==> config.mk <==
export PLATFORM = sky130hd
export DESIGN_NAME = traffic_req_conditioner
export DESIGN_NICKNAME = d
export VERILOG_FILES = /design/src/rtl/traffic_req_conditioner.sv
export SDC_FILE = /design/constraint.sdc
export NUM_CORES = 1
export LEC_CHECK = 0
export ABC_AREA = 1
export BUFFER_PORTS_ARGS = -buffer_cell sky130_fd_sc_hd__buf_2
export CORE_MARGIN = 3
export CORE_UTILIZATION = 34
export DETAILED_ROUTE_END_ITERATION = 8
export PLACE_DENSITY_LB_ADDON = 0.1
export SLEW_MARGIN = 0
export SYNTH_ARGS = -nofsm -noshare
export SYNTH_HDL_FRONTEND = slang
export SYNTH_SLANG_ARGS = --single-unit
export TNS_END_PERCENT = 100
==> constraint.sdc <==
create_clock -name clk -period 3.9 [get_ports clk]
set_clock_uncertainty 0.15 [all_clocks]
set_input_delay 0.78 -clock clk [delete_from_list [all_inputs] [get_ports clk]]
set_output_delay 0.78 -clock clk [all_outputs]
set_load 0.01 [all_outputs]
==> src/rtl/traffic_req_conditioner.sv <==
// Request conditioning for the intersection controller: synchronise, debounce and
// latch raw loop/button inputs as pending requests, flagging presses lost to a busy channel.
module traffic_req_conditioner #(
    parameter int unsigned N_CH         = 4,
    parameter int unsigned DEBOUNCE_CYC = 8,
    parameter int unsigned ID_W         = 2
) (
    input  logic            clk,
    input  logic            rst_n,
    input  logic [N_CH-1:0] sensor_in,
    input  logic [N_CH-1:0] req_ack,
    input  logic            clr_err,
    output logic [N_CH-1:0] req_pending,
    output logic            req_valid,
    output logic [ID_W-1:0] req_id,
    output logic [N_CH-1:0] db_state,
    output logic [N_CH-1:0] err_drop
);

    localparam logic [7:0] CNT_LAST = 8'(DEBOUNCE_CYC - 1);

    logic [N_CH-1:0] sync1_q;
    logic [N_CH-1:0] sync2_q;
    logic [N_CH-1:0] db_q;
    logic [N_CH-1:0] db_d;
    logic [7:0]      cnt_q [N_CH];
    logic [7:0]      cnt_d [N_CH];
    logic [N_CH-1:0] pend_q;
    logic [N_CH-1:0] pend_d;
    logic [N_CH-1:0] err_q;
    logic [N_CH-1:0] err_d;
    logic [N_CH-1:0] rise;
    logic [N_CH-1:0] drop;

    always_ff @(posedge clk or negedge rst_n) begin
        if (!rst_n) begin
            sync1_q <= '0;
            sync2_q <= '0;
            db_q    <= '0;
            pend_q  <= '0;
            err_q   <= '0;
            for (int unsigned i = 0; i < N_CH; i++) begin
                cnt_q[i] <= '0;
            end
        end else begin
            sync1_q <= sensor_in;
            sync2_q <= sync1_q;
            db_q    <= db_d;
            pend_q  <= pend_d;
            err_q   <= err_d;
            for (int unsigned i = 0; i < N_CH; i++) begin
                cnt_q[i] <= cnt_d[i];
            end
        end
    end

    always_comb begin
        db_d   = db_q;
        pend_d = pend_q;
        rise   = '0;
        drop   = '0;
        for (int unsigned i = 0; i < N_CH; i++) begin
            cnt_d[i] = cnt_q[i];
            if (sync2_q[i] == db_q[i]) begin
                cnt_d[i] = '0;
            end else if (cnt_q[i] == CNT_LAST) begin
                db_d[i]  = sync2_q[i];
                cnt_d[i] = '0;
                rise[i]  = sync2_q[i];
            end else begin
                cnt_d[i] = cnt_q[i] + 8'd1;
            end

            // A rise coinciding with an ack is a fresh request, not a lost one.
            if (rise[i] && pend_q[i] && !req_ack[i]) begin
                drop[i] = 1'b1;
            end else if (rise[i]) begin
                pend_d[i] = 1'b1;
            end else if (req_ack[i]) begin
                pend_d[i] = 1'b0;
            end
        end
        err_d = (clr_err ? '0 : err_q) | drop;
    end

    always_comb begin
        req_id = '0;
        for (int unsigned i = N_CH; i > 0; i--) begin
            if (pend_q[i-1]) begin
                req_id = ID_W'(i - 1);
            end
        end
    end

    assign req_pending = pend_q;
    assign req_valid   = |pend_q;
    assign db_state    = db_q;
    assign err_drop    = err_q;

endmodule
==> flow_summary.toml <==
[detailed_routing]
wl_um = 4700
dr_total_vias = 1835
drtPass1Iterations = 4
remaining_drc_errors = 0
routedWlPerCell_um = 11.1
vias_per_cell = 4.32
violation_count_after_the_first_detailed_routing_iteration = 50
ant_nets = 0

[clock_tree]
ctsHoldBuffers = 0
tritoncts_clock_tree = "built"
clk_pin_slew_worst_paths_ns = 0.10
cts_buffer_depth = 2
post_cts_buffers = 0
ctsHtreeMaxLevel = 2
cts_made_buffers = 5
post_cts_resized = 0
cts_root_buf = "clkbuf_8"
clock-sinks = 52
clkLatencyLatePin_ns = 0.30

[timing]
max_freq_mhz = 484
final-max-slew-violation-count = 0
post-route-min-period_ns = 2.07
finalHoldViolCount = 0
fin_worst_hold_slack_ns = 0.203
maxSlewHeadroom_pct = 42.0
finalSetupViolations = 0
tns_ns = 0
grt_setup_unrepaired = "false"
worst-slew-pin-transition_ns = 0.871
post-route-period-util_pct = 53.0

[yosys]
syn-num-nets = 311
mappedNetlistArea_sq_um = 2480
synth_area_per_cell_sq_um = 8.39
post_synth_num_cell_types = 18
yosys_register_bits = 52
synth_cells = 296
synth-seq-area-share_pct = 52.4
warnings_from_yosys = 0

[pwr]
p_leak_uw = 0.00137
p_switching_uw = 398
power_frac_clock_pct = 31.8
combPwrFrac_pct = 18.2
max-vdd-ir-drop_mv = 0.185
p_int_uw = 946
sw_frac_of_total_pct = 29.6
sequentialPowerShare_pct = 50.0
power-per-cell-area_nw_per_um2 = 469

[critical_path]
cp_slowest_cell = "dfrtp_1"
worst-path-max-fanout = 3
crit_path_end_kind = "output pin"
cp.arrival_ns = 1.14
cp_cell_sequence = "inv_1 -> nand2_1 -> a21oi_1 -> buf_2"
critPathMaxStageDelay_ns = 0.40
worst-r2r-setup-slack_ns = 2.48
timing.critical_path.required_ns = 2.97
worst-r2r-cell-count = 4
criticalPathCategory = "flip-flop to output pin"
worstSetupStartpointType = "flip-flop"

[placement]
dp.final_hpwl_um = 3580
port_buffers = 25
placed_cell_area_sq_um = 2740
weighted_congestion_reported_at_the_end_of_routability_driven_placement = 0.759

[grt]
met3_usage_pct = 2.49
globalRouteMet2Util_pct = 18.7
grt_usage_pct = 12.3
global_route.overflow_total = 0
grt_start_max_net_pins = 40
globalRoute.busiestLayer = "met2"
global_route.usage.met1_pct = 17.4
global_route_wire_length_before_repair_um = 8220
grt_pass1_vias = 1773
antenna_violations_before_repair = 0

[worst_hold_path]
holdCritPathClass = "flip-flop to flip-flop"
timing.hold.worst_path_depth = 0

[cells_and_area]
drive_above_1_share_pct = 21.3
area_growth_syn_to_layout_pct = 15.4
antenna_cells = 0
fin_area_sq_um = 2870
nets = 344
filler_cell_count = 738

[floorplanning]
fp.dieH_um = 91.5
core_region_area_sq_um = 6940
floorplan.die.width_um = 91.5
design.die.area_sq_um = 8370
ios = 26
core.rowCount = 30
initial_utilization_pct = 35.8

[job]
drv.max_cap_violation_count = 0

[status]
result_of_the_run = "completed"
## cells by family after synthesis
| group | Yosys count | synth area share, % |
|---|---|---|
| AOI/OAI and AO/OA | 20 | 4.63 |
| and+or+nand+nor | 175 | 32.8 |
| adders and majority gates | 4 | 2.01 |
| xor gates and xnor gates | 7 | 2.47 |
| buffers and inverters | 38 | 5.74 |
| DFF | 52 | 52.4 |
## routing by layer
layer | share of wire [%] | vias up
li1 | - | 978
met1 | 51 | 832
met2 | 45 | 20
met3 | 3.0 | 5
met4 | 1.1 | 0
met5 | 0 | -
## critical path, delay by kind of cell, from the launching register on
family | cells | cell delay (ns)
and+or+nand+nor | 1 | 0.06
buffers and inverters | 2 | 0.24
DFF | 1 | 0.40
AOI/OAI and AO/OA | 1 | 0.14
## synth_stat cells (all sizes together)
cell type	instances	area [sq um]
inv	38	143
dfrtp	52	1300
ha	4	50.1
nor3	2	10.0
nor2	73	344
o21bai	6	45.0
nor3b	7	62.6
a21oi	1	5.00
o21ai	13	65.1
nand2	72	293
nand3	21	105
xor2	7	61.3
## final cells by class
| cell class | instances | area, sq um | share of cell area, % |
|---|---|---|---|
| repair buffers | 26 | 133 | 4.63 |
| inverters | 38 | 143 | 4.98 |
| well taps | 96 | 120 | 4.19 |
| clock buffers | 5 | 68.8 | 2.40 |
| flip-flops and latches | 52 | 1300 | 45.4 |
| clock inverters | 2 | 60.1 | 2.10 |
| multi-input cells | 206 | 1040 | 36.3 |
## cell usage in the layout (no fill, tap or decap), types with 3 or more instances in the layout
master / count
o21ai_0: 10
clkbuf_8: 5
o21ai_1: 3
inv_2: 4
nand2_2: 9
nand2_1: 63
xor2_1: 7
dfrtp_1: 52
ha_1: 4
buf_2: 25
o21bai_1: 6
nor2_4: 3
nor2_2: 19
nor2_1: 51
nand3_1: 21
inv_1: 34
nor3b_1: 5
## registers in the layout (all words and copies together), names as in the netlist
name,count
req_pending,4
err_drop,4
db_state,4
sync1_q,4
sync2_q,4
cnt_q,32
## power by group through the flow
| stage | Sequential [uW] | Clock, uW | Combinational (uW) |
|---|---|---|---|
| after global routing | 689 | 461 | 289 |
| after floorplan | 680 | 0 | 166 |
| after global placement | 683 | 0 | 250 |
| after detailed placement | 686 | 0 | 250 |
| final | 672 | 427 | 245 |
| after CTS | 674 | 440 | 252 |
## metrics by stage
stage / std cells / setup WS [ns] / utilization [%] / power (uW)
after floorplan: 296 / 2.22 / - / 846
after global placement: 418 / 2.01 / 39.4 / 933
after detailed placement: 418 / 1.99 / 39.4 / 936
after CTS: 425 / 1.80 / 41.3 / 1370
after global routing: 425 / 1.69 / 41.3 / 1440
final: 425 / 1.83 / 41.3 / 1340
## final timing paths
kind,startpoint,to
max in group asynchronous,rst_n,err_drop[2]
min in group asynchronous,rst_n,cnt_q[10]
setup / recovery,req_pending[2],req_id[0]
setup reg to reg,cnt_q[16],cnt_q[19]
hold reg to reg,sync1_q[0],sync2_q[0]
hold / removal,sync1_q[0],sync2_q[0]
Power figures use the tool's default switching activity.
